==> config.mk <==
export PLATFORM = sky130hd
export DESIGN_NAME = tmds_chan_decoder
export DESIGN_NICKNAME = d
export VERILOG_FILES = /design/src/rtl/tmds_chan_decoder.sv
export SDC_FILE = /design/constraint.sdc
export NUM_CORES = 1
export LEC_CHECK = 0
export ABC_AREA = 1
export CORE_MARGIN = 2
export CORE_UTILIZATION = 51
export CTS_CLUSTER_SIZE = 25
export DETAILED_ROUTE_END_ITERATION = 7
export PLACE_DENSITY = 0.83
export SYNTH_ARGS = -nofsm -noshare
export SYNTH_HDL_FRONTEND = slang
export SYNTH_SLANG_ARGS = --single-unit
==> constraint.sdc <==
create_clock -name pclk -period 1.8 [get_ports pclk]
set_input_delay 0.36 -clock pclk [delete_from_list [all_inputs] [get_ports pclk]]
set_output_delay 0.36 -clock pclk [all_outputs]
set_load 0.05 [all_outputs]
==> src/rtl/tmds_chan_decoder.sv <==
// tmds_chan_decoder
// Per-channel DVI/TMDS receive decoder with word alignment. One 10-bit symbol
// arrives per pixel clock from a 1:10 deserializer. The block decodes it into
// a pixel byte, or into the two control bits when the symbol is a control
// token. A small state machine watches for runs of control tokens. When no
// run is seen within a search window, it requests a one-bit word-boundary
// shift from the deserializer.
//
// Ports
//   pclk      in   pixel clock (only clock)
//   rstin     in   synchronous active-high reset
//   sdata     in   [9:0] received symbol, bit 0 first on the wire
//   dout      out  [7:0] decoded pixel byte (0 while not aligned)
//   c0, c1    out  control bits from the last control token
//   vde       out  video data enable (data symbol while aligned)
//   bitslip   out  one-cycle word-boundary shift request
//   aligned   out  symbol lock
//   slip_cnt  out  [3:0] slips issued, counting 0..9 and wrapping

module tmds_chan_decoder #(
  parameter int CTRL_RUN   = 64,
  parameter int SEARCH_LEN = 4096,
  parameter int SLIP_WAIT  = 16
) (
  input  logic       pclk,
  input  logic       rstin,
  input  logic [9:0] sdata,
  output logic [7:0] dout,
  output logic       c0,
  output logic       c1,
  output logic       vde,
  output logic       bitslip,
  output logic       aligned,
  output logic [3:0] slip_cnt
);

  localparam int         WIN_W    = $clog2(SEARCH_LEN);
  localparam logic [7:0] RUN_MAX  = 8'(CTRL_RUN);
  localparam logic [7:0] WAIT_END = 8'(SLIP_WAIT - 1);
  localparam logic [WIN_W-1:0] WIN_END = WIN_W'(SEARCH_LEN - 1);

  localparam logic [9:0] TOK_00 = 10'b1101010100;
  localparam logic [9:0] TOK_01 = 10'b0010101011;
  localparam logic [9:0] TOK_10 = 10'b0101010100;
  localparam logic [9:0] TOK_11 = 10'b1010101011;

  typedef enum logic [1:0] {
    ST_SEARCH = 2'd0,
    ST_SLIP   = 2'd1,
    ST_WAIT   = 2'd2,
    ST_LOCKED = 2'd3
  } state_e;

  state_e           state_q;
  logic [7:0]       run_q;
  logic [7:0]       run_d;
  logic [WIN_W-1:0] win_q;
  logic [7:0]       wait_q;

  logic       is_ctrl;
  logic [1:0] ctrl_bits;
  logic [7:0] data_byte;
  logic       counting;
  logic       hit;
  logic       win_exp;
  logic       lock_next;

  // Undo the TMDS transition-minimising stage: bit 9 marks an inverted byte,
  // and bit 8 selects XOR (1) or XNOR (0) chaining.
  function automatic logic [7:0] tmds_decode(input logic [9:0] s);
    logic [7:0] d;
    logic [7:0] o;
    d    = s[9] ? ~s[7:0] : s[7:0];
    o    = '0;
    o[0] = d[0];
    for (int i = 1; i < 8; i++) begin
      o[i] = s[8] ? (d[i] ^ d[i-1]) : ~(d[i] ^ d[i-1]);
    end
    return o;
  endfunction

  function automatic logic [7:0] sat_run(input logic [7:0] r);
    return (r >= RUN_MAX) ? RUN_MAX : r + 8'd1;
  endfunction

  always_comb begin
    is_ctrl   = 1'b1;
    ctrl_bits = 2'b00;
    unique case (sdata)
      TOK_00:  ctrl_bits = 2'b00;
      TOK_01:  ctrl_bits = 2'b01;
      TOK_10:  ctrl_bits = 2'b10;
      TOK_11:  ctrl_bits = 2'b11;
      default: is_ctrl   = 1'b0;
    endcase

    data_byte = tmds_decode(sdata);

    // Runs are only qualified while searching or locked. During SLIP and
    // WAIT the counter is parked at zero so SEARCH restarts cleanly.
    counting = (state_q == ST_SEARCH) || (state_q == ST_LOCKED);
    run_d    = (counting && is_ctrl) ? sat_run(run_q) : 8'd0;
    hit      = counting && is_ctrl && (run_q == RUN_MAX - 8'd1);
    win_exp  = (win_q == WIN_END);

    // Value aligned takes at this edge. The output stage gates with it so
    // that the symbol completing a run already appears as aligned.
    lock_next = 1'b0;
    if (state_q == ST_SEARCH) begin
      lock_next = hit;
    end else if (state_q == ST_LOCKED) begin
      lock_next = hit || !win_exp;
    end
  end

  always_ff @(posedge pclk) begin
    if (rstin) begin
      state_q  <= ST_SEARCH;
      run_q    <= 8'd0;
      win_q    <= '0;
      wait_q   <= 8'd0;
      bitslip  <= 1'b0;
      aligned  <= 1'b0;
      slip_cnt <= 4'd0;
      dout     <= 8'd0;
      c0       <= 1'b0;
      c1       <= 1'b0;
      vde      <= 1'b0;
    end else begin
      run_q   <= run_d;
      bitslip <= 1'b0;
      aligned <= lock_next;

      unique case (state_q)
        ST_SEARCH: begin
          // A hit in the expiry cycle takes priority over slipping.
          if (hit) begin
            state_q <= ST_LOCKED;
            win_q   <= '0;
          end else if (win_exp) begin
            state_q  <= ST_SLIP;
            win_q    <= '0;
            bitslip  <= 1'b1;
            slip_cnt <= (slip_cnt == 4'd9) ? 4'd0 : slip_cnt + 4'd1;
          end else begin
            win_q <= win_q + WIN_W'(1);
          end
        end
        ST_SLIP: begin
          state_q <= ST_WAIT;
          wait_q  <= 8'd0;
        end
        ST_WAIT: begin
          if (wait_q == WAIT_END) begin
            state_q <= ST_SEARCH;
            win_q   <= '0;
          end else begin
            wait_q <= wait_q + 8'd1;
          end
        end
        ST_LOCKED: begin
          // Losing lock drops back to searching without slipping: the
          // boundary was good, the source may simply have paused blanking.
          if (hit) begin
            win_q <= '0;
          end else if (win_exp) begin
            state_q <= ST_SEARCH;
            win_q   <= '0;
          end else begin
            win_q <= win_q + WIN_W'(1);
          end
        end
        default: state_q <= ST_SEARCH;
      endcase

      // Output register stage
      if (is_ctrl) begin
        c0  <= ctrl_bits[0];
        c1  <= ctrl_bits[1];
        vde <= 1'b0;
        if (!lock_next) begin
          dout <= 8'd0;
        end
      end else begin
        vde  <= lock_next;
        dout <= lock_next ? data_byte : 8'd0;
      end
    end
  end

endmodule

==> flow_summary.ini <==
[setup_path]
crit_path_end_kind = flip-flop
cp_common_cell = nand2_1
crit_fanout = 10
crit_path_max_incr_delay_ns = 0.51
required_ns = 2.03
start_kind = input port
crit_type = input port to flip-flop
cp_cell_sequence = clkdlybuf4s50_1 > nand2_1 > nor2_1 > nand3_2 > nand2_4 > nand3_4 > nand2_1 > nand2_1 > o21ai_2 > nand2_4 > nor2_1
slowest_stage = clkdlybuf4s50_1
cp.arrival_ns = 1.92

[synth]
synth_cell_types = 34
syn-cell-area_sq_mm = 0.002504
synth_top_area_frac = 0.3758
syn_avg_cell_area_sq_um = 7.072
synthCells = 354
yosysWarnings = 0
synthTopCellsByArea = dfxtp_1, nand2_1, inv_1
syn_nets = 373
synth_edf_count = 0
ys_ff_latch = 47
async_reset_ff_frac = 0
yosysTopAreaCell = dfxtp_1
ys_seq_area_frac = 0.3758
synth-main-ff-cell = dfxtp_1

[clock_network]
h-tree-depth = 2
cts_made_buffers = 5
cts.sinks = 47
root_buffer = clkbuf_8
ctsLongestPathBuffers = 2
insertion_delay_ns = 0.30
cts_tree = done
cts_hold_buf = 0
cts.reportedPaths.clkPinSlew_ns = 0.08

[finish]
post_route_cells_drive_above_1_share = 0.1588
finish.instance_area_sq_mm = 0.003054
final_cell_mix = nand2_1, inv_1, nor2_1
nFillCells = 403
layout.cells.most_common = nand2_1
diodes = 0
area_delta_synth_final_pct = 21.99
num-nets-final = 422
final_util = 0.6466

[global_routing]
grt_pass1_vias = 1965
grt_max_degree = 18
antenna_found_initial = 0
grt_pass1_wl_microns = 8059
grtUsageTotal = 0.1876
gr-total-overflow = 0

[floorplan]
dieWidth_microns = 74.07
fp.dieH_microns = 74.07
io_pins = 29
core_sq_mm = 0.004723
std_cell_rows = 25
start_util = 0.5301
die_area_sq_mm = 0.005486

[power]
comb_power_share = 0.261
leakage_uw = 0.001372
p_clk_frac = 0.266
power_frac_seq = 0.474
power.density_mw_per_mm2 = 778.4
ir_drop_uv = 446.8
swShare = 0.3117
p_int_uw = 1636
p_switching_uw = 741.0
p_total_uw = 2377

[routing]
firstDrtPassIters = 4
drc = 0
via_per_inst = 4.809
antenna_left = 0
wl_microns = 4861
vias = 2260
initialDrtViolationCount = 124
wire_per_inst_microns = 10.34

[run]
cap_violations = 0

[status]
outcome = finished, final reports clean

[timing]
final_max_slew_viol_count = 0
fin_crit_ns = 1.683
worst_slew_margin_rel = 0.6598
timing_hold_violations_final = 0
period_share = 0.9350
tightest_slew_ns = 0.5095
tns_ns = 0
max_freq_ghz = 0.5942
setup_violations = 0
fin_skew_ns = 0.007551

[place]
dpl_cell_area_sq_mm = 0.002930
dp_hpwl_microns = 3675
port_buffers = 28
gp_congestion = 0.9137

[min_path]
hp-class = flip-flop to flip-flop
## timing repair
action,CTS,global route
setup endpoints to repair,0,16
setup buffers,0,1
resized for setup,0,11
## sequential cells by signal, indices dropped and copies added (netlist names)
register	flops
c0	1
bitslip	1
vde	1
wait_q	8
state_q	2
slip_cnt	4
win_q	12
dout	8
c1	1
run_q	8
aligned	1
## through the flow
step,setup WS [ns],std cells,hold WS (ns)
4_1_cts,0.02182,469,0.4569
2_1_floorplan,0.2281,354,0.4175
3_5_place_dp,-0.2374,462,0.4397
3_3_place_gp,-0.1698,462,0.4401
5_1_grt,-0.04283,470,0.4850
6_report,0.1171,470,0.4542
## cells by family after synthesis
group,synth area share
AND/OR/NAND/NOR,0.3198
buffers and inverters,0.09945
flip-flops,0.3758
AO/OA/AOI/OAI,0.09796
XOR/XNOR,0.06647
adder cells (fa/ha/maj),0.03498
other,0.001498
multiplexers,0.003998
## path summary, 6_finish.rpt
kind	from	end	slack (ns)	cells after the start
worst max-delay path	sdata[3]	dout[2]	0.12	11
worst min-delay path	wait_q[0]	wait_q[0]	0.45	1
worst max register to register	state_q[0]	wait_q[5]	0.13	8
worst min register to register	wait_q[0]	wait_q[0]	0.45	1
## final cells by class
cell class | instances | area, sq um | share of cell area
clock inverter | 1 | 5.005 | 0.001639
clock buffer | 6 | 82.58 | 0.02704
inverter | 53 | 198.9 | 0.06514
timing repair buffer | 49 | 405.4 | 0.1327
sequential | 47 | 942.2 | 0.3085
multi-input combinational | 247 | 1336 | 0.4375
tap | 67 | 83.83 | 0.02745
## synth_stat cells (all sizes together) (5+ instances only)
| cell type | number |
|---|---|
| dfxtp | 47 |
| nand2 | 83 |
| buf | 5 |
| ha | 7 |
| nand4 | 8 |
| o21ai | 21 |
| a21oi | 16 |
| nand3 | 21 |
| inv | 53 |
| xor2 | 16 |
| nor2 | 53 |
| nor3 | 8 |
## metal layers
metal | global-route usage | routed length [microns] | up-vias
li1 | - | - | 1200
met5 | 0 | 0 | -
met2 | 0.3194 | 2358 | 31
met1 | 0.2291 | 2289 | 1023
met4 | 0.06061 | 58 | 0
met3 | 0.05285 | 155 | 6
## worst max-delay path: cells and delay by family
family / cells / cell delay, ns
simple gates: 9 / 0.98
buf+inv: 1 / 0.51
compound gates: 1 / 0.08
## power groups by stage
stage	logic (uW)	registers, uW	clock network (uW)
after floorplan	416	1150	0
after CTS	609	1120	651
final	620	1130	632
after detailed placement	606	1150	0
after global placement	591	1150	0
after global routing	693	1140	695
Power figures use the tool's default switching activity.
